==> config.mk <==
export PLATFORM = sky130hd
export DESIGN_NAME = vga_timing_gen_flat
export DESIGN_NICKNAME = d
export VERILOG_FILES = /design/src/rtl/vga_timing_gen_if.sv /design/src/rtl/vga_timing_gen.sv /design/src/flat_wrapper.sv
export SDC_FILE = /design/constraint.sdc
export NUM_CORES = 1
export LEC_CHECK = 0
export CAP_MARGIN = 0
export CORE_UTILIZATION = 40
export DETAILED_ROUTE_END_ITERATION = 8
export HOLD_SLACK_MARGIN = 0.05
export PLACE_DENSITY_LB_ADDON = 0.12
export SYNTH_ARGS = -nofsm -noshare
export SYNTH_HDL_FRONTEND = slang
export SYNTH_SLANG_ARGS = --single-unit
==> constraint.sdc <==
create_clock -name clk -period 3.18 [get_ports clk]
set_input_delay 0.477 -clock clk [delete_from_list [all_inputs] [get_ports clk]]
set_output_delay 0.477 -clock clk [all_outputs]
set_load 0.05 [all_outputs]
==> src/rtl/vga_timing_gen_if.sv <==
// Pixel-source and VGA-pin bundle for vga_timing_gen.
// master = the generator; slave = the framebuffer/renderer and DAC side.
interface vga_timing_gen_if #(
  parameter int COLOR_W = 4,
  parameter int COORD_W = 12
);
  logic                   pix_ce;
  logic                   enable;
  logic [1:0]             mode;
  logic                   req;
  logic [COORD_W-1:0]     x;
  logic [COORD_W-1:0]     y;
  logic [3*COLOR_W-1:0]   pix_in;
  logic [COLOR_W-1:0]     red;
  logic [COLOR_W-1:0]     green;
  logic [COLOR_W-1:0]     blue;
  logic                   hsync;
  logic                   vsync;
  logic                   de;
  logic                   frame_start;
  logic                   line_start;

  modport master (
    input  pix_ce, enable, mode, pix_in,
    output req, x, y, red, green, blue, hsync, vsync, de, frame_start, line_start
  );

  modport slave (
    output pix_ce, enable, mode, pix_in,
    input  req, x, y, red, green, blue, hsync, vsync, de, frame_start, line_start
  );
endinterface

==> src/rtl/vga_timing_gen.sv <==
// Programmable VGA raster timing generator with test-pattern substitution.
// Sync/de/strobes and pattern colour ride a PIPE_LAT-deep line matched to pix_in latency.

// One colour channel of the output stage: selects source, blanks outside de.
module vga_chan_out #(
  parameter int COLOR_W = 4
) (
  input  logic               clk,
  input  logic               nrst,
  input  logic               clr,
  input  logic               ce,
  input  logic               de,
  input  logic               use_ext,
  input  logic [COLOR_W-1:0] ext,
  input  logic [COLOR_W-1:0] pat,
  output logic [COLOR_W-1:0] col
);
  always_ff @(posedge clk or negedge nrst) begin
    if (!nrst)      col <= '0;
    else if (clr)   col <= '0;
    else if (ce)    col <= !de ? '0 : (use_ext ? ext : pat);
  end
endmodule

module vga_timing_gen #(
  parameter int H_SYNC     = 96,
  parameter int H_BP       = 48,
  parameter int H_ACTIVE   = 640,
  parameter int H_FP       = 16,
  parameter int V_SYNC     = 2,
  parameter int V_BP       = 33,
  parameter int V_ACTIVE   = 480,
  parameter int V_FP       = 10,
  parameter bit HSYNC_POL  = 1'b0,
  parameter bit VSYNC_POL  = 1'b0,
  parameter int COLOR_W    = 4,
  parameter int COORD_W    = 12,
  parameter int PIPE_LAT   = 2,
  parameter int CHECK_LOG2 = 5
) (
  input logic            clk,
  input logic            nrst,
  vga_timing_gen_if.master bus
);
  localparam int unsigned H_TOTAL = H_SYNC + H_BP + H_ACTIVE + H_FP;
  localparam int unsigned V_TOTAL = V_SYNC + V_BP + V_ACTIVE + V_FP;
  localparam int unsigned H_OFF   = H_SYNC + H_BP;
  localparam int unsigned H_END   = H_OFF + H_ACTIVE;
  localparam int unsigned V_OFF   = V_SYNC + V_BP;
  localparam int unsigned V_END   = V_OFF + V_ACTIVE;
  localparam int unsigned BAR_W   = (H_ACTIVE / 8 > 0) ? H_ACTIVE / 8 : 1;

  typedef struct packed {
    logic                    hs;
    logic                    vs;
    logic                    de;
    logic                    fs;
    logic                    ls;
    logic [1:0]              mode;
    logic [2:0][COLOR_W-1:0] pat;
  } pipe_t;

  logic [COORD_W-1:0] hcnt, vcnt;
  logic [31:0]        hc32, vc32;
  logic               h_last, v_last, at_origin;
  logic [1:0]         mode_q;

  assign hc32      = 32'(hcnt);
  assign vc32      = 32'(vcnt);
  assign h_last    = (hc32 == H_TOTAL - 1);
  assign v_last    = (vc32 == V_TOTAL - 1);
  assign at_origin = (hcnt == '0) && (vcnt == '0);

  always_ff @(posedge clk or negedge nrst) begin
    if (!nrst) begin
      hcnt <= '0;
      vcnt <= '0;
    end else if (!bus.enable) begin
      hcnt <= '0;
      vcnt <= '0;
    end else if (bus.pix_ce) begin
      if (h_last) begin
        hcnt <= '0;
        vcnt <= v_last ? '0 : vcnt + 1'b1;
      end else begin
        hcnt <= hcnt + 1'b1;
      end
    end
  end

  // Mode is latched only at the origin so a frame is never split between two sources.
  always_ff @(posedge clk or negedge nrst) begin
    if (!nrst)                                      mode_q <= 2'd0;
    else if (bus.enable && bus.pix_ce && at_origin) mode_q <= bus.mode;
  end

  logic               req_c;
  logic [COORD_W-1:0] x_c, y_c;

  assign req_c = (hc32 >= H_OFF) && (hc32 < H_END) && (vc32 >= V_OFF) && (vc32 < V_END);
  assign x_c   = req_c ? COORD_W'(hc32 - H_OFF) : '0;
  assign y_c   = req_c ? COORD_W'(vc32 - V_OFF) : '0;

  assign bus.req = req_c;
  assign bus.x   = x_c;
  assign bus.y   = y_c;

  // Bar index is the count of bar boundaries already passed; saturates at 7.
  logic [2:0] bar;
  logic [2:0] bar_rgb;
  logic       chk_on;

  always_comb begin
    bar = 3'd0;
    for (int k = 1; k < 8; k++)
      if (32'(x_c) >= 32'(k) * BAR_W) bar = 3'(k);
  end

  always_comb begin
    case (bar)
      3'd0:    bar_rgb = 3'b111;
      3'd1:    bar_rgb = 3'b110;
      3'd2:    bar_rgb = 3'b011;
      3'd3:    bar_rgb = 3'b010;
      3'd4:    bar_rgb = 3'b101;
      3'd5:    bar_rgb = 3'b100;
      3'd6:    bar_rgb = 3'b001;
      default: bar_rgb = 3'b000;
    endcase
  end

  assign chk_on = x_c[CHECK_LOG2] ^ y_c[CHECK_LOG2];

  pipe_t issue, tail;

  always_comb begin
    issue      = '0;
    issue.hs   = (hc32 < 32'(H_SYNC));
    issue.vs   = (vc32 < 32'(V_SYNC));
    issue.de   = req_c;
    issue.fs   = at_origin;
    issue.ls   = (hcnt == '0);
    issue.mode = mode_q;
    case (mode_q)
      2'd1:    for (int c = 0; c < 3; c++) issue.pat[c] = {COLOR_W{bar_rgb[c]}};
      2'd2:    issue.pat = {(3*COLOR_W){chk_on}};
      default: issue.pat = '0;
    endcase
  end

  generate
    if (PIPE_LAT == 0) begin : g_nopipe
      assign tail = issue;
    end else begin : g_pipe
      pipe_t vld_pipe [PIPE_LAT];

      always_ff @(posedge clk or negedge nrst) begin
        if (!nrst) begin
          for (int i = 0; i < PIPE_LAT; i++) vld_pipe[i] <= '0;
        end else if (!bus.enable) begin
          for (int i = 0; i < PIPE_LAT; i++) vld_pipe[i] <= '0;
        end else if (bus.pix_ce) begin
          vld_pipe[0] <= issue;
          for (int i = 1; i < PIPE_LAT; i++) vld_pipe[i] <= vld_pipe[i-1];
        end
      end

      assign tail = vld_pipe[PIPE_LAT-1];
    end
  endgenerate

  logic hsync_q, vsync_q, de_q, fs_q, ls_q;

  always_ff @(posedge clk or negedge nrst) begin
    if (!nrst) begin
      hsync_q <= ~HSYNC_POL;
      vsync_q <= ~VSYNC_POL;
      de_q    <= 1'b0;
      fs_q    <= 1'b0;
      ls_q    <= 1'b0;
    end else if (!bus.enable) begin
      hsync_q <= ~HSYNC_POL;
      vsync_q <= ~VSYNC_POL;
      de_q    <= 1'b0;
      fs_q    <= 1'b0;
      ls_q    <= 1'b0;
    end else if (bus.pix_ce) begin
      hsync_q <= tail.hs ~^ HSYNC_POL;
      vsync_q <= tail.vs ~^ VSYNC_POL;
      de_q    <= tail.de;
      fs_q    <= tail.fs;
      ls_q    <= tail.ls;
    end
  end

  // Channel 2 is red, matching the {r,g,b} packing of pix_in.
  logic [2:0][COLOR_W-1:0] rgb_q;

  for (genvar c = 0; c < 3; c++) begin : g_chan
    vga_chan_out #(.COLOR_W(COLOR_W)) u_chan (
      .clk     (clk),
      .nrst    (nrst),
      .clr     (!bus.enable),
      .ce      (bus.pix_ce),
      .de      (tail.de),
      .use_ext (tail.mode == 2'd0),
      .ext     (bus.pix_in[c*COLOR_W +: COLOR_W]),
      .pat     (tail.pat[c]),
      .col     (rgb_q[c])
    );
  end

  assign bus.red         = rgb_q[2];
  assign bus.green       = rgb_q[1];
  assign bus.blue        = rgb_q[0];
  assign bus.hsync       = hsync_q;
  assign bus.vsync       = vsync_q;
  assign bus.de          = de_q;
  assign bus.frame_start = fs_q;
  assign bus.line_start  = ls_q;
endmodule

==> src/flat_wrapper.sv <==
// flat-port wrapper written by rule: the top's interface ports become plain ports
module vga_timing_gen_flat 
#(
  parameter int H_SYNC     = 96,
  parameter int H_BP       = 48,
  parameter int H_ACTIVE   = 640,
  parameter int H_FP       = 16,
  parameter int V_SYNC     = 2,
  parameter int V_BP       = 33,
  parameter int V_ACTIVE   = 480,
  parameter int V_FP       = 10,
  parameter bit HSYNC_POL  = 1'b0,
  parameter bit VSYNC_POL  = 1'b0,
  parameter int COLOR_W    = 4,
  parameter int COORD_W    = 12,
  parameter int PIPE_LAT   = 2,
  parameter int CHECK_LOG2 = 5
)
  (clk, nrst, bus_pix_ce, bus_enable, bus_mode, bus_pix_in, bus_req, bus_x, bus_y, bus_red, bus_green, bus_blue, bus_hsync, bus_vsync, bus_de, bus_frame_start, bus_line_start);
  vga_timing_gen_if #(.COLOR_W(COLOR_W), .COORD_W(COORD_W)) bus_i ();
  input logic clk;
  input logic nrst;
  input wire logic [$bits(bus_i.pix_ce)-1:0] bus_pix_ce;
  input wire logic [$bits(bus_i.enable)-1:0] bus_enable;
  input wire logic [$bits(bus_i.mode)-1:0] bus_mode;
  input wire logic [$bits(bus_i.pix_in)-1:0] bus_pix_in;
  output wire logic [$bits(bus_i.req)-1:0] bus_req;
  output wire logic [$bits(bus_i.x)-1:0] bus_x;
  output wire logic [$bits(bus_i.y)-1:0] bus_y;
  output wire logic [$bits(bus_i.red)-1:0] bus_red;
  output wire logic [$bits(bus_i.green)-1:0] bus_green;
  output wire logic [$bits(bus_i.blue)-1:0] bus_blue;
  output wire logic [$bits(bus_i.hsync)-1:0] bus_hsync;
  output wire logic [$bits(bus_i.vsync)-1:0] bus_vsync;
  output wire logic [$bits(bus_i.de)-1:0] bus_de;
  output wire logic [$bits(bus_i.frame_start)-1:0] bus_frame_start;
  output wire logic [$bits(bus_i.line_start)-1:0] bus_line_start;
  assign bus_i.pix_ce = bus_pix_ce;
  assign bus_i.enable = bus_enable;
  assign bus_i.mode = bus_mode;
  assign bus_i.pix_in = bus_pix_in;
  assign bus_req = bus_i.req;
  assign bus_x = bus_i.x;
  assign bus_y = bus_i.y;
  assign bus_red = bus_i.red;
  assign bus_green = bus_i.green;
  assign bus_blue = bus_i.blue;
  assign bus_hsync = bus_i.hsync;
  assign bus_vsync = bus_i.vsync;
  assign bus_de = bus_i.de;
  assign bus_frame_start = bus_i.frame_start;
  assign bus_line_start = bus_i.line_start;
  vga_timing_gen #(.H_SYNC(H_SYNC), .H_BP(H_BP), .H_ACTIVE(H_ACTIVE), .H_FP(H_FP), .V_SYNC(V_SYNC), .V_BP(V_BP), .V_ACTIVE(V_ACTIVE), .V_FP(V_FP), .HSYNC_POL(HSYNC_POL), .VSYNC_POL(VSYNC_POL), .COLOR_W(COLOR_W), .COORD_W(COORD_W), .PIPE_LAT(PIPE_LAT), .CHECK_LOG2(CHECK_LOG2)) u_core (.clk(clk), .nrst(nrst), .bus(bus_i));
endmodule
==> metrics.md <==
| Metric | Value |
|---|---|
| Max Cap Violations | `0` |
| Status | `finished, final reports clean` |
| Cell variety after synth | `61` |
| Reg clk slew, reported paths | `0.08 ns` |
| Post-synth net total | `507` |
| Fillers | `972` |
| Nets | `561` |
| RSZ-0062 raised after global routing | `yes` |
| Crit path max fanout | `11` |
| Setup CP Type | `reg2out` |
| Power Density | `374 nW/um^2` |
| Crit share post-route | `96.8%` |
| Initial antenna violation count | `0` |
| Slowest stage delay, CP | `0.42 ns` |
| Clock period minus worst slack | `3.08 ns` |
| Final Hold Vio Count | `0` |
| # diodes | `0` |
| Commonest non-fill, non-tap cell in the layout | `dfrtp_1` |
| Synthesized instance count | `480` |
| Num Clock Sinks | `63` |
| CTS tree | `built` |
| Drt wl/cell | `15.0 um` |
| Clock Latency Late Sink | `0.34 ns` |
| Dominant synthesized flop cell | `dfrtp_1` |
| Mean post-synth cell area | `8.34 um^2` |
| Detailed Route WL | `10,100 um` |
| Multi-input logic area | `2190 um^2` |
| # setup viols final | `0` |
| Seq/Total Area, Yosys | `39.4%` |
| Number of global-route vias before repair | `3,291` |
| Total power | `0.00184 W` |
| Vias per inst | `5.33` |
| Cell Area, Synth | `4000 um^2` |
| Warnings, synthesis | `0` |
| Post-synth EDFFs | `0` |
| Drc violations | `0` |
| Inst Count DP | `656` |
| Register bit total from synthesis | `63` |
| Num rows | `36` |
| Final non-filler cell total | `672` |
| Cell breakdown of the critical path | `ha_1, or4_1, and4bb_1, o311ai_2, or2_1, buf_4, nor2_1, buf_6` |
| GRT Util Overall | `20.7%` |
| Setup crit end kind | `output port` |
| R2r worst-path depth | `8` |
| Final RePlAce weighted congestion | `0.907` |
| CP max stage cell | `or4_1` |
| Worst Setup Start Kind | `register` |
| Comb power frac | `13.8%` |
| Global-route wire length before repair | `16,800 um` |
| Slew headroom | `39.5%` |
| Vias | `3,582` |
| Setup slack, reg-to-reg | `0.76 ns` |
| Initial Util | `41.1%` |
| Async S/R FF share, synth | `100%` |
| Combinational family with the most area after synthesis | `simple AND/OR/NAND/NOR gates` |
| Xor/xnor share of the synthesized area | `4.38%` |
| Layout cells sized above 1 | `14.3%` |
| VDD IR-drop max | `0.177 mV` |
| F_max | `325 MHz` |
| Reg power frac | `46.9%` |
| Net Sw Power | `0.000510 W` |
| Multiplexer share of the synthesized area | `4.53%` |
| Leak | `2.22 nW` |
| Switching Fraction | `27.7%` |
| GRT Residual Overflow | `0` |
| Post-synthesis adder-cell area fraction | `2.81%` |
| Die area | `10,400 um^2` |
| Port Buffer Count | `58` |
| I/O Pins | `60` |
| Most frequent cells in the layout | `dfrtp_1 (61), nand2_1 (54), buf_4 (46)` |
| Drt pass-1 iters | `5` |
| Worst slew pin tran | `0.905 ns` |
| Post-route ant nets | `0` |
| Die height | `102 um` |
| Die X-Extent | `102 um` |
| Compound-gate portion of the synthesized area | `18.4%` |
| Core Util, Final | `50.6%` |
| Core area | `9730 um^2` |
| Worst hold path type | `in2async` |
| Area grow syn2layout | `23.0%` |
| Hold_buf cts | `0` |
| Total CTS buffers | `9` |
| Root Driver | `clkbuf_8` |
| Slew Viols, Final | `0` |
| Detailed Place HPWL | `7230 um` |
| Fin Setup TNS | `0 ns` |
| Clk buf depth | `2` |
| Clock power share | `39.3%` |
| DR iter-0 viols | `148` |
| Cell-internal power | `0.00133 W` |
| Post-synthesis simple-gate area fraction | `24.4%` |
| Critical Path AT | `2.60 ns` |
| Register area | `1580 um^2` |
| Required time worst endpoint | `2.70 ns` |
| Setup Skew | `0.00866 ns` |
| Pin count of the biggest net entering global routing | `25` |
| Number of H-tree levels | `3` |
==> Yosys cell counts (all sizes together) (2+ instances only) <==
cell type | n | area [um^2]
o311ai | 2 | 25.0
a41oi | 2 | 17.5
o31ai | 9 | 67.6
or4 | 4 | 30.0
or2 | 3 | 18.8
mux2i | 17 | 170
a2111oi | 2 | 36.3
ha | 9 | 113
dfstp | 2 | 52.6
xor2 | 6 | 52.6
nand4 | 4 | 25.0
a21oi | 28 | 140
a21o | 4 | 30.0
a211o | 2 | 17.5
nor2 | 45 | 169
clkbuf | 30 | 113
a21boi | 2 | 15.0
nand3 | 20 | 100
o21ai | 45 | 225
dfrtp | 61 | 1530
o211ai | 2 | 15.0
nor3 | 8 | 40.0
nor4 | 3 | 18.8
nor2b | 27 | 169
and3 | 5 | 31.3
or3 | 5 | 31.3
nand2b | 8 | 50.1
and4bb | 2 | 25.0
xnor2 | 14 | 123
inv | 17 | 63.8
buf | 10 | 61.3
nand2 | 54 | 203
o21a | 5 | 37.5
nor3b | 4 | 30.0
a211oi | 2 | 15.0
==> power groups by stage <==
stage	Combinational, W	Sequential (W)	Clock (W)
after global routing	0.000290	0.000870	0.000782
after CTS	0.000257	0.000865	0.000744
after global placement	0.000252	0.000879	0
after floorplan	0.000152	0.000883	0
after detailed placement	0.000256	0.000880	0
final	0.000253	0.000865	0.000725
==> sequential cells by signal (all words and copies together), names as in the netlist <==
| register | cells |
|---|---|
| u_core.bus.de | 1 |
| u_core.bus.frame_start | 1 |
| u_core.bus.hsync | 1 |
| u_core.bus.line_start | 1 |
| u_core.bus.vsync | 1 |
| u_core.g_chan.u_chan.col | 12 |
| u_core.g_pipe.vld_pipe | 20 |
| u_core.hcnt | 12 |
| u_core.mode_q | 2 |
| u_core.vcnt | 12 |
==> worst paths after layout <==
kind | end | start
setup reg to reg | u_core.g_pipe.vld_pipe[21]$_DFFE_PN0P_ | u_core.hcnt[4]$_DFFE_PN0P_
max in group asynchronous | u_core.hcnt[7]$_DFFE_PN0P_ | nrst
min in group clk | u_core.g_chan[0].u_chan.col[0]$_DFFE_PN0P_ | u_core.g_chan[0].u_chan.col[0]$_DFFE_PN0P_
setup / recovery | bus_x[1] | u_core.vcnt[0]$_DFFE_PN0P_
hold / removal | u_core.g_chan[0].u_chan.col[0]$_DFFE_PN0P_ | nrst
hold reg to reg | u_core.g_chan[0].u_chan.col[0]$_DFFE_PN0P_ | u_core.g_chan[0].u_chan.col[0]$_DFFE_PN0P_
==> cell families (layout without fill, tap and decap cells) <==
logic type / after synthesis / in the layout
XOR/XNOR: 20 / 20
multiplexers: 18 / 18
buffers and inverters: 57 / 116
flip-flops: 63 / 63
AND/OR/NAND/NOR: 196 / 196
AO/OA/AOI/OAI: 116 / 116
adder cells (fa/ha/maj): 9 / 9
other: 1 / 1
==> critical path, delay by kind of cell, from the launching register on <==
| kind | cells | cell delay [ns] |
|---|---|---|
| AND/OR/NAND/NOR | 4 | 1.19 |
| flip-flops | 1 | 0.39 |
| AO/OA/AOI/OAI | 1 | 0.09 |
| adder cells (fa/ha/maj) | 1 | 0.21 |
| buffers and inverters | 2 | 0.39 |
==> layout make-up <==
cell class	instances	share of cell area [%]
multi-input combinational	360	44.6
sequential	63	32.1
inverter	17	1.30
tap	133	3.38
clock buffer	10	2.79
timing repair buffer	83	14.5
clock inverter	6	1.40
==> metal layers <==
| layer | vias to the layer above | track usage (%) | routed length, um |
|---|---|---|---|
| li1 | 1769 | - | - |
| met1 | 1692 | 28.8 | 4670 |
| met2 | 108 | 32.5 | 4690 |
| met3 | 13 | 3.83 | 557 |
| met4 | 0 | 6.70 | 133 |
| met5 | - | 0 | 0 |
==> through the flow <==
stage / hold slack, ns / cell area (um^2) / worst slack [ns]
finish: 0.105 / 4920 / 0.102
global route: 0.131 / 4920 / -0.0160
CTS: 0.107 / 4910 / 0.0860
detailed placement: 0.471 / 4700 / 0.478
global placement: 0.462 / 4700 / 0.499
floorplan: 0.181 / 4000 / -0.114
==> repair_timing <==
item / CTS / global route
endpoints found under the setup margin: 0 / 23
gates resized for setup: 0 / 4
buffers inserted: 0 / 0
(Power assumes the default switching activity.)
